## src/rtl/bp_cache_req_arbiter.sv

```systemverilog
// bp_cache_req_arbiter
// Shares one cache-miss request channel between the I$ (port 0) and the
// D$ (port 1). A winner is chosen while idle, its request is passed through
// combinationally, the owner's metadata follows in META, and the grant is
// held until the downstream completion pulse, which is routed back to the
// owner in the same cycle.
//
// Ports:
//   clk_i, reset_i            clock, asynchronous active-high reset
//   icache_req_*              I$ request/valid/ready, metadata/valid, complete
//   dcache_req_*              D$ request/valid/ready, metadata/valid, complete
//   req_o/req_v_o/req_ready_i shared downstream request channel
//   req_metadata_o/_v_o       shared downstream metadata
//   req_complete_i            downstream completion pulse
//   grant_id_o                current/last owner (0 = I$, 1 = D$)
//   busy_o                    high while a request is outstanding
//
// Configuration macro:
//   BP_CACHE_REQ_ARB_DCACHE_PRIORITY_EN  defined -> D$ always wins a tie
//                                        undefined -> round-robin
module bp_cache_req_arbiter #(
  parameter int req_width_p      = 64,
  parameter int metadata_width_p = 8
) (
  input  logic                        clk_i,
  input  logic                        reset_i,
  input  logic [req_width_p-1:0]      icache_req_i,
  input  logic                        icache_req_v_i,
  output logic                        icache_req_ready_o,
  input  logic [metadata_width_p-1:0] icache_req_metadata_i,
  input  logic                        icache_req_metadata_v_i,
  output logic                        icache_req_complete_o,
  input  logic [req_width_p-1:0]      dcache_req_i,
  input  logic                        dcache_req_v_i,
  output logic                        dcache_req_ready_o,
  input  logic [metadata_width_p-1:0] dcache_req_metadata_i,
  input  logic                        dcache_req_metadata_v_i,
  output logic                        dcache_req_complete_o,
  output logic [req_width_p-1:0]      req_o,
  output logic                        req_v_o,
  input  logic                        req_ready_i,
  output logic [metadata_width_p-1:0] req_metadata_o,
  output logic                        req_metadata_v_o,
  input  logic                        req_complete_i,
  output logic                        grant_id_o,
  output logic                        busy_o
);

  typedef enum logic [1:0] {
    e_idle = 2'd0,
    e_meta = 2'd1,
    e_busy = 2'd2
  } state_e;

  state_e r_state;
  logic   r_grant_id;
  logic   r_busy;

  logic w_idle;
  logic w_tie_winner;
  logic w_winner;
  logic w_handshake;
  logic w_owner_meta_v;
  logic w_complete;

`ifdef BP_CACHE_REQ_ARB_DCACHE_PRIORITY_EN
  assign w_tie_winner = 1'b1;
`else
  // Points at the requester that wins the next tie: the one that did not
  // own the last accepted grant.
  logic r_rr_favour;

  always_ff @(posedge clk_i or posedge reset_i) begin
    if (reset_i)
      r_rr_favour <= 1'b0;
    else if (w_handshake)
      r_rr_favour <= ~w_winner;
  end

  assign w_tie_winner = r_rr_favour;
`endif

  assign w_idle = (r_state == e_idle);

  // With a single valid requester it wins outright; with none the choice
  // is irrelevant because req_v_o is low.
  assign w_winner = (icache_req_v_i & dcache_req_v_i) ? w_tie_winner : dcache_req_v_i;

  assign req_o       = w_winner ? dcache_req_i : icache_req_i;
  assign req_v_o     = w_idle & (icache_req_v_i | dcache_req_v_i);
  assign w_handshake = req_v_o & req_ready_i;

  assign icache_req_ready_o = w_idle & ~w_winner & req_ready_i;
  assign dcache_req_ready_o = w_idle &  w_winner & req_ready_i;

  // Only the owner's metadata is visible; the other side's valid is ignored.
  assign req_metadata_o   = r_grant_id ? dcache_req_metadata_i : icache_req_metadata_i;
  assign w_owner_meta_v   = r_grant_id ? dcache_req_metadata_v_i : icache_req_metadata_v_i;
  assign req_metadata_v_o = (r_state == e_meta) & w_owner_meta_v;

  // A completion is only meaningful while a request is outstanding.
  assign w_complete            = ~w_idle & req_complete_i;
  assign icache_req_complete_o = w_complete & ~r_grant_id;
  assign dcache_req_complete_o = w_complete &  r_grant_id;

  assign grant_id_o = r_grant_id;
  assign busy_o     = r_busy;

  always_ff @(posedge clk_i or posedge reset_i) begin
    if (reset_i) begin
      r_state    <= e_idle;
      r_grant_id <= 1'b0;
      r_busy     <= 1'b0;
    end else begin
      case (r_state)
        e_idle: begin
          if (w_handshake) begin
            r_state    <= e_meta;
            r_grant_id <= w_winner;
            r_busy     <= 1'b1;
          end
        end
        e_meta: begin
          // An early completion takes precedence over the metadata beat.
          if (req_complete_i) begin
            r_state <= e_idle;
            r_busy  <= 1'b0;
          end else if (w_owner_meta_v) begin
            r_state <= e_busy;
          end
        end
        e_busy: begin
          if (req_complete_i) begin
            r_state <= e_idle;
            r_busy  <= 1'b0;
          end
        end
        default: begin
          r_state <= e_idle;
          r_busy  <= 1'b0;
        end
      endcase
    end
  end

`ifndef SYNTHESIS
  // A completion with nothing outstanding is dropped; flag it so a stray
  // pulse from downstream is visible in simulation.
  always @(posedge clk_i) begin
    if (!reset_i) begin
      a_no_idle_complete: assert (!(w_idle && req_complete_i))
        else $warning("bp_cache_req_arbiter: req_complete_i while idle, ignored");
    end
  end
`endif

endmodule

```

## config.mk

```make
export PLATFORM = sky130hd
export DESIGN_NAME = bp_cache_req_arbiter
export DESIGN_NICKNAME = d
export VERILOG_FILES = /design/src/rtl/bp_cache_req_arbiter.sv
export SDC_FILE = /design/constraint.sdc
export NUM_CORES = 1
export LEC_CHECK = 0
export CORE_AREA = 2 2 90 92
export DETAILED_ROUTE_END_ITERATION = 6
export DIE_AREA = 0 0 92 94
export PLACE_DENSITY = 0.82
export SLEW_MARGIN = 20
export SYNTH_ARGS = -nofsm -noshare
export SYNTH_HDL_FRONTEND = slang
export SYNTH_SLANG_ARGS = --single-unit
```

## constraint.sdc

```tcl
create_clock -name clk_i -period 1.64 [get_ports clk_i]
set_input_delay 0.164 -clock clk_i [delete_from_list [all_inputs] [get_ports clk_i]]
set_output_delay 0.164 -clock clk_i [all_outputs]
set_load 0.05 [all_outputs]
```

# ---- Word level (Yosys, flattened, before mapping)
# Index checks and enable logic that the tools add are counted.
dict set report op_classes {
  n_reduce_logical 5
  muxes 12
  n_bitwise 15
  n_eq_ne 6
}
# operator n
set op_table {}
lappend op_table {{64-bit two-way mux} 1}
lappend op_table {{1-bit AND} 11}
lappend op_table {{2-bit two-way mux} 4}
lappend op_table {{8-bit two-way mux} 1}
lappend op_table {{2-bit one-hot mux with 3 select lines} 1}
lappend op_table {{1-bit two-way mux} 4}
lappend op_table {{2-bit by 1-bit inequality test with 1-bit output, second input constant} 2}
lappend op_table {{2-bit AND reduction} 2}
lappend op_table {{3-bit inequality test, second input constant} 1}
lappend op_table {{1-bit inverter} 3}
lappend op_table {{3-bit AND reduction} 1}
lappend op_table {{2-bit by 1-bit == test with 1-bit output, second input constant} 1}
lappend op_table {{2-bit == test, second input constant} 1}
lappend op_table {{2-bit zero test} 1}
lappend op_table {{2-bit inequality test, second input constant} 1}
lappend op_table {{1-bit one-hot mux with 2 select lines} 1}
lappend op_table {{2-bit OR reduction} 1}
lappend op_table {{1-bit OR} 1}
dict set report totals {
  inputBits 152
  reg_bits 5
  wordCells 42
}

# ---- Logic depth before layout (Yosys ltp)
# Gate-level depths: netlist of run 1.
dict set report depth {
  depth_word 5
  mapped_depth 6
}

# ---- Least setup slack after synthesis of run 1
# No wires, ideal clock.
dict set report synth_timing {
  path_kind {register -> output}
  start {register r_grant_id (netlist: grant_id_o)}
  end {output icache_req_complete_o}
  setup_slack_ns -0.530
  stages_incl_launch_ff 3
  arrival_time_ns 2.006
  n_path_buf 1
  required_time_ns 1.476
  cell_sequence {dfrtp_1 buf_2 nor3b_1}
}
dict set report synth_between {
  elab_chain_cells 2
}
# element line
set synth_lines {}
lappend synth_lines {{from (decl)} 56} ;# logic r_grant_id;
lappend synth_lines {{from (signal assigned)} 119} ;# r_grant_id <= w_winner;
lappend synth_lines {{1-bit inverter} 103} ;# assign icache_req_complete_o = w_complete & ~r_grant_id;
lappend synth_lines {{1-bit AND} 103}
lappend synth_lines {{to (decl)} 32} ;# output logic icache_req_complete_o,
# Every way passes these cells.

# ---- Worst setup path after layout of run 1
dict set report layout_timing {
  start {register r_rr_favour}
  end {output req_o[61]}
}
dict set report layout_between {
  elab_chain_cells 2
}
# element line
set layout_lines {}
lappend layout_lines {{from (decl)} 71} ;# logic r_rr_favour;
lappend layout_lines {{from (signal assigned)} 77} ;# r_rr_favour <= ~w_winner;
lappend layout_lines {{1-bit two-way mux} 87} ;# assign w_winner = (icache_req_v_i & dcache_req_v_i) ? w_tie_winner : dcache_req_v_i;
lappend layout_lines {{64-bit two-way mux} 89} ;# assign req_o = w_winner ? dcache_req_i : icache_req_i;
lappend layout_lines {{to (decl)} 39} ;# output logic [req_width_p-1:0] req_o,
# Every way passes these cells.

==> impl_summary.log, run 1 <==
INFO  metric run_status = finished, violations left
INFO  metric violations = setup timing
INFO  metric worstPathArrival = 1.72 ns
INFO  metric floorplan.initialDensity = 18.0%
INFO  metric fraction_of_final_layout_cells_with_drive_strength_greater_than_1 = 50.3%
INFO  metric crit_chain = o21ai_4 > buf_6 > buf_12 > buf_12 > mux2_4 > buf_6
INFO  metric drt-pass1-iter-count = 4
INFO  metric synthesized_area = 1370 um2
INFO  metric cts_hold_buf = 0
INFO  metric total_core_area = 7610 um2
INFO  metric width_of_the_die = 92 um
INFO  metric synthDominantAreaCellType = mux2_2
INFO  metric cts_buffers = 3
INFO  metric skew = 0.00312 ns
INFO  metric wire_length_of_the_first_global_routing_pass = 12.5 mm
INFO  metric crit_path_top_delay_cell = dfrtp_1
INFO  metric ys_ff_latch = 5
INFO  metric finish.utilization = 61.2%
INFO  metric syn_area_per_cell = 11.3 um2
INFO  metric power_density = 1040 nW/um2
INFO  metric critical_path_class = flip-flop to output port
INFO  metric cts_tree = done
INFO  metric combinational_group_share_of_total_power = 90.4%
INFO  metric routedWlPerCell = 18.2 um
INFO  metric vias_in_the_first_global_route = 2,338
INFO  metric cts.reportedPaths.clkPinSlew = 0.04 ns
INFO  metric timing.final.max_slew_violations = 0
INFO  metric synthDistinctLibCells = 28
INFO  metric dpl_worst_slack = -0.271 ns
INFO  metric grt-ovfl-total = 0
INFO  metric mappedNetlistNets = 276
INFO  metric number_of_enable_type_register_cells_in_the_synthesized_netlist = 0
INFO  metric timing.fmax = 531 MHz
INFO  metric path_buf_inv = 4
INFO  metric tightest_slew = 0.402 ns
INFO  metric port_buffers = 231
INFO  metric required_time_at_the_endpoint_of_the_critical_path = 1.48 ns
INFO  metric antenna_found_initial = 0
INFO  metric crit_path_start_kind = flip-flop
INFO  metric timing.max_slew.rel_slack = 72.4%
INFO  metric grt_overall_usage = 18.8%
INFO  metric vias_per_cell = 4.33
INFO  metric final-hold-violation-count = 0
INFO  metric synth-async-reset-ratio = 100%
INFO  metric ctsLongestPathBuffers = 2
INFO  metric final_min_period_over_clock_period = 115%
INFO  metric power.leakage = 2.14 nW
INFO  metric dr_total_vias = 2,053
INFO  metric design_power_total = 0.00484 W
INFO  metric setup_viol_count_final = 66
INFO  metric netSwitchingFraction = 48.0%
INFO  metric power.share.clock = 4.6%
INFO  metric dp.final_hpwl = 6.20 mm
INFO  metric design.die.area = 8650 um2
INFO  metric finalWorstSetupSlack = -0.245 ns
INFO  metric synthTopCellsByCount = mux2_2, mux2_4, dfrtp_1, nor2_1, nor2b_1
INFO  metric num_io_pins = 232
INFO  metric layout.filler_cells = 598
INFO  metric min_path_type = input port to asynchronous set/reset pin
INFO  metric hold_slack = 0.149 ns
INFO  metric synthToLayoutAreaGrowth = 239%
INFO  metric finish.net_count = 528
INFO  metric synth_most_common_cell = mux2_2
INFO  metric ys_seq_area_share = 9.12%
INFO  metric top_post_synthesis_cells_by_area = mux2_2, mux2_4, dfrtp_1, buf_12, ha_1
INFO  metric area_share_of_the_largest_cell_type_after_synthesis = 36.9%
INFO  metric cap_violations = 0
INFO  metric dominantRegCellSynth = dfrtp_1
INFO  metric detail-route-antenna-nets = 0
INFO  metric synthesis.instances = 121
INFO  metric ys.warnings.count = 0
INFO  metric cts_max_level = 1
INFO  metric drc_errors = 0
INFO  metric insertedDiodeCount = 0
INFO  metric critical_path_peak_fanout = 7
INFO  metric layout_min_cycle_time = 1.88 ns
INFO  metric detail_route.wirelength = 8.64 mm
INFO  metric setup.worst_path.end_class = output port
INFO  metric grt_start_max_net_pins = 10
INFO  metric fp-row-count = 32
INFO  metric worst_skew_pair.late_latency = 0.22 ns
INFO  metric power.sequential.fraction = 5.0%
INFO  metric ctsRootBufferMaster = clkbuf_8
INFO  metric internal_dissipation = 0.00251 W
INFO  metric path_delay_family = buffers and inverters
INFO  metric vertical_extent_of_the_die = 94 um
INFO  metric critical_path.max_stage_delay = 0.40 ns
INFO  metric gp_congestion = 0.792
INFO  metric rsz0062_at_grt = yes
INFO  metric drt_first_iter_violations = 27
INFO  metric clock_sinks = 5
INFO  metric ir_drop = 0.456 mV
INFO  metric net-switching-power = 0.00232 W
[sequential cells by signal, indices dropped and copies added (netlist names)]
| name | cells |
|---|---|
| busy_o | 1 |
| grant_id_o | 1 |
| r_rr_favour | 1 |
| r_state | 2 |
[path summary, 6_finish.rpt]
kind	cells past startpoint	start	to	slack, ns
setup / recovery	6	r_rr_favour	req_o[61]	-0.24
hold / removal	2	reset_i	grant_id_o	0.15
setup reg to reg	7	r_rr_favour	grant_id_o	0.25
hold reg to reg	1	busy_o	busy_o	0.50
max in group asynchronous	2	reset_i	r_state[1]	1.31
min in group clk_i	4	icache_req_v_i	grant_id_o	0.48
[cells in the final DEF, fill, tap and decap left out, types with 3 or more instances in the layout]
| master | n |
|---|---|
| buf_12 | 19 |
| buf_16 | 5 |
| buf_4 | 16 |
| buf_6 | 23 |
| buf_8 | 42 |
| clkbuf_8 | 3 |
| clkdlybuf4s50_1 | 149 |
| dfrtp_1 | 5 |
| inv_1 | 3 |
| mux2_2 | 8 |
| mux2_4 | 64 |
| nand2_1 | 3 |
| nor2_1 | 4 |
| nor2b_1 | 3 |
| o21ai_0 | 3 |
[worst register-to-register path, cell delays in order (launching register included)]
cell and delay [ns]:
dfrtp_1 0.40, o21ai_4 0.20, buf_12 0.13, buf_8 0.11, buf_12 0.14, buf_12 0.10
buf_6 0.10, o21ai_0 0.07
[layout make-up]
type	count	area, um2	area share [%]
timing repair buffer	256	3040	65.3
multi-input combinational	103	1300	28.0
tap	102	128	2.74
sequential	5	125	2.69
clock buffer	4	45.0	0.968
inverter	4	15.0	0.323
[metrics by stage]
step                      instances  setup TNS (ns)  instance area, um2
after floorplan                 121         -0.0365                1390
after CTS                       476          -12.79                4660
final                           474          -12.18                4650
after global placement          452          -14.06                3730
after detailed placement        452          -15.45                3730
after global routing            474          -15.30                4650
[layer usage]
metal / global-route usage (%) / up-vias / share of wire [%]
met5: 0 / - / 0
met2: 38.7 / 154 / 57
li1: - / 953 / -
met3: 4.65 / 6 / 10
met1: 18.5 / 940 / 32
met4: 4.73 / 0 / 1.0
[power by group through the flow]
stage / Sequential, W / Combinational (W) / Clock [W]
floorplan: 0.000318 / 0.00220 / 0
global placement: 0.000240 / 0.00350 / 0
detailed placement: 0.000243 / 0.00353 / 0
CTS: 0.000238 / 0.00439 / 0.000228
global route: 0.000250 / 0.00453 / 0.000239
finish: 0.000240 / 0.00437 / 0.000223
[repair_timing]
item,CTS,global route
pin swaps,1,1
buffers inserted,13,0
endpoints found under the setup margin,65,67
gates cloned,7,0
resized for setup,147,12
[cells by family after synthesis]
| logic type | Yosys count | share of synthesized area [%] |
|---|---|---|
| AO/OA/AOI/OAI | 12 | 7.11 |
| adder cells (fa/ha/maj) | 3 | 2.74 |
| buffers and inverters | 13 | 8.20 |
| flip-flops | 5 | 9.12 |
| multiplexers | 73 | 67.2 |
| AND/OR/NAND/NOR | 15 | 5.65 |
(Power assumes the default switching activity.)
==> run 2, diff against run 1 <==
--- a/config.mk
+++ b/config.mk
@@ -9,6 +9,7 @@
 export DETAILED_ROUTE_END_ITERATION = 6
 export DIE_AREA = 0 0 92 94
 export PLACE_DENSITY = 0.82
+export RECOVER_POWER = 100
 export SLEW_MARGIN = 20
 export SYNTH_ARGS = -nofsm -noshare
 export SYNTH_HDL_FRONTEND = slang
==> constraint.sdc (replaced) <==
create_clock -name clk_i -period 1.64 [get_ports clk_i]
set_input_delay 0.164 -clock clk_i [delete_from_list [all_inputs] [get_ports clk_i]]
set_output_delay 0.164 -clock clk_i [all_outputs]
set_load 0.1 [all_outputs]
==> impl_summary.log, run 2 (synthesized netlist as in run 1, its figures left out) <==
INFO  metric timing.final.max_slew_violations = 0 (unchanged)
INFO  metric power.leakage = 2.32 nW (+8.6%)
INFO  metric floorplan.initialDensity = 18.0% (unchanged)
INFO  metric layout_min_cycle_time = 1.89 ns (+0.0101 ns)
INFO  metric final-hold-violation-count = 0 (unchanged)
INFO  metric total_core_area = 7610 um2 (unchanged)
INFO  metric tightest_slew = 0.553 ns (+0.151 ns)
INFO  metric routedWlPerCell = 19.5 um (+7.1%)
INFO  metric dp.final_hpwl = 6.99 mm (+13%)
INFO  metric internal_dissipation = 0.00296 W (+18%)
INFO  metric port_buffers = 231 (unchanged)
INFO  metric worst_skew_pair.late_latency = 0.22 ns (about the same)
INFO  metric required_time_at_the_endpoint_of_the_critical_path = 1.48 ns (about the same)
INFO  metric grt_overall_usage = 19.9% (+1.1 points)
INFO  metric drc_errors = 0 (unchanged)
INFO  metric power.sequential.fraction = 4.6% (-0.4 points)
INFO  metric finalWorstSetupSlack = -0.255 ns (-0.0101 ns)
INFO  metric ctsLongestPathBuffers = 2 (unchanged)
INFO  metric cts.reportedPaths.clkPinSlew = 0.04 ns (about the same)
INFO  metric setup_viol_count_final = 67 (+1.5%)
INFO  metric setup.worst_path.end_class = output port
INFO  metric ir_drop = 0.778 mV (+71%)
INFO  metric rsz0062_at_grt = yes
INFO  metric vias_per_cell = 4.36 (+0.55%)
INFO  metric final_min_period_over_clock_period = 116% (+0.61 points)
INFO  metric fp-row-count = 32 (unchanged)
INFO  metric cts_buffers = 3 (unchanged)
INFO  metric cap_violations = 0 (unchanged)
INFO  metric critical_path_peak_fanout = 4 (-3)
INFO  metric cts_tree = done
INFO  metric worst_r2r_endpoint = grant_id_o
INFO  metric synthToLayoutAreaGrowth = 275%
INFO  metric worstPathArrival = 1.73 ns (about the same)
INFO  metric wire_length_of_the_first_global_routing_pass = 13.2 mm (+6.0%)
INFO  metric r2r-start = r_state[0]
INFO  metric grt-ovfl-total = 0 (unchanged)
INFO  metric vertical_extent_of_the_die = 94 um (unchanged)
INFO  metric netSwitchingFraction = 56.4% (+8.4 points)
INFO  metric worstSetupEndpoint = req_o[21]
INFO  metric drt-pass1-iter-count = 4 (unchanged)
INFO  metric final_common_cell = clkdlybuf4s50_1
INFO  metric setup_slack_of_the_most_critical_reg_to_reg_path = 0.03 ns (-0.22 ns)
INFO  metric num_io_pins = 232 (unchanged)
INFO  metric skew = 0.00124 ns (-0.00188 ns)
INFO  metric critical_path_class = flip-flop to output port
INFO  metric dr_total_vias = 2,060 (+0.34%)
INFO  metric gp_congestion = 0.692 (-13%)
INFO  metric r2r_cells = 5 (-2)
INFO  metric antenna_found_initial = 0 (unchanged)
INFO  metric design_area = 5140 um2 (+11%)
INFO  metric cts_max_level = 1 (unchanged)
INFO  metric power_density = 1320 nW/um2 (+27%)
INFO  metric detail_route.wirelength = 9.24 mm (+6.9%)
INFO  metric timing.fmax = 528 MHz (-0.53%)
INFO  metric min_path_type = input port to asynchronous set/reset pin
INFO  metric violations = setup timing
INFO  metric vias_in_the_first_global_route = 2,394 (+2.4%)
INFO  metric design_power_total = 0.00679 W (+40%)
INFO  metric combinational_group_share_of_total_power = 92.1% (+1.7 points)
INFO  metric detail-route-antenna-nets = 0 (unchanged)
INFO  metric clock_sinks = 5 (unchanged)
INFO  metric power.share.clock = 3.3% (-1.3 points)
INFO  metric finish.net_count = 527 (-0.19%)
INFO  metric max_flop_register = r_state
INFO  metric run_status = finished, violations left
INFO  metric placedInstanceArea = 4630 um2 (+24%)
INFO  metric width_of_the_die = 92 um (unchanged)
INFO  metric insertedDiodeCount = 0 (unchanged)
INFO  metric crit_path_start_kind = flip-flop
INFO  metric layout.filler_cells = 526 (-12%)
INFO  metric worst_setup_path_startpoint = r_rr_favour
INFO  metric design.die.area = 8650 um2 (unchanged)
INFO  metric largest_reg_flops = 2 (unchanged)
INFO  metric commonest_non_fill_non_tap_cells_in_the_layout = clkdlybuf4s50_1, buf_12, mux2_4
INFO  metric grt_start_max_net_pins = 14 (+4)
INFO  metric fraction_of_final_layout_cells_with_drive_strength_greater_than_1 = 48.8% (-1.5 points)
INFO  metric net-switching-power = 0.00383 W (+65%)
INFO  metric timing.max_slew.rel_slack = 63.3% (-9.1 points)
INFO  metric drt_first_iter_violations = 32 (+19%)
INFO  metric ctsRootBufferMaster = clkbuf_8
[run 2: what timing repair did]
action / 4_1_cts / 5_1_grt
hold buffers: 0 / 0
gates resized for setup: 47 / 16
gates cloned: 8 / 1
setup buffers: 9 / 1
setup endpoints to repair: 68 / 68
pin swaps: 1 / 1
[run 2: metrics by stage]
step                      cells  hold WS [ns]  setup TNS [ns]  util [%]  setup WS (ns)
after floorplan             121       -0.0575          -0.237         -         -0.185
after global placement      451         0.381          -14.84      60.8         -0.289
after detailed placement    451         0.385          -16.41      60.8         -0.312
after CTS                   471         0.157          -12.73      66.9         -0.238
after global routing        473         0.335          -17.89      67.6         -0.292
final                       473         0.290          -15.61      67.6         -0.255
[run 2: worst min path at each step]
stage / start / end / slack (ns) / cells after the start
2_1_floorplan: reset_i / busy_o / -0.06 / 1
3_3_place_gp: reset_i / grant_id_o / 0.38 / 2
3_5_place_dp: reset_i / grant_id_o / 0.39 / 2
4_1_cts: reset_i / grant_id_o / 0.16 / 2
5_1_grt: reset_i / grant_id_o / 0.33 / 2
6_report: reset_i / grant_id_o / 0.29 / 2
[run 2: critical path: stages (launching register included)]
cell	delay (ns)
dfrtp_1	0.41
o21ai_4	0.19
buf_6	0.14
buf_8	0.13
clkbuf_16	0.15
mux2_4	0.31
buf_12	0.17
[run 2: power by group through the flow]
stage | Sequential [W] | Clock, W | Combinational (W)
floorplan | 0.000424 | 0 | 0.00353
global placement | 0.000305 | 0 | 0.00575
detailed placement | 0.000319 | 0 | 0.00581
CTS | 0.000314 | 0.000227 | 0.00629
global route | 0.000323 | 0.000234 | 0.00641
finish | 0.000313 | 0.000223 | 0.00625
[run 2: cell type report]
cell class | instances | area (um2) | area share (%)
well taps | 102 | 128 | 2.48
multi-input cells | 103 | 1320 | 25.7
flip-flops and latches | 5 | 129 | 2.51
clock buffers | 4 | 45.0 | 0.876
inverters | 4 | 15.0 | 0.292
repair buffers | 255 | 3500 | 68.1
[run 2: layer usage]
layer | GRT usage, % | vias up | wire (um)
met5 | 0 | - | 0
met4 | 2.74 | 0 | 61
met3 | 4.57 | 6 | 802
met2 | 40.9 | 146 | 5280
met1 | 20.6 | 952 | 3100
li1 | - | 956 | -
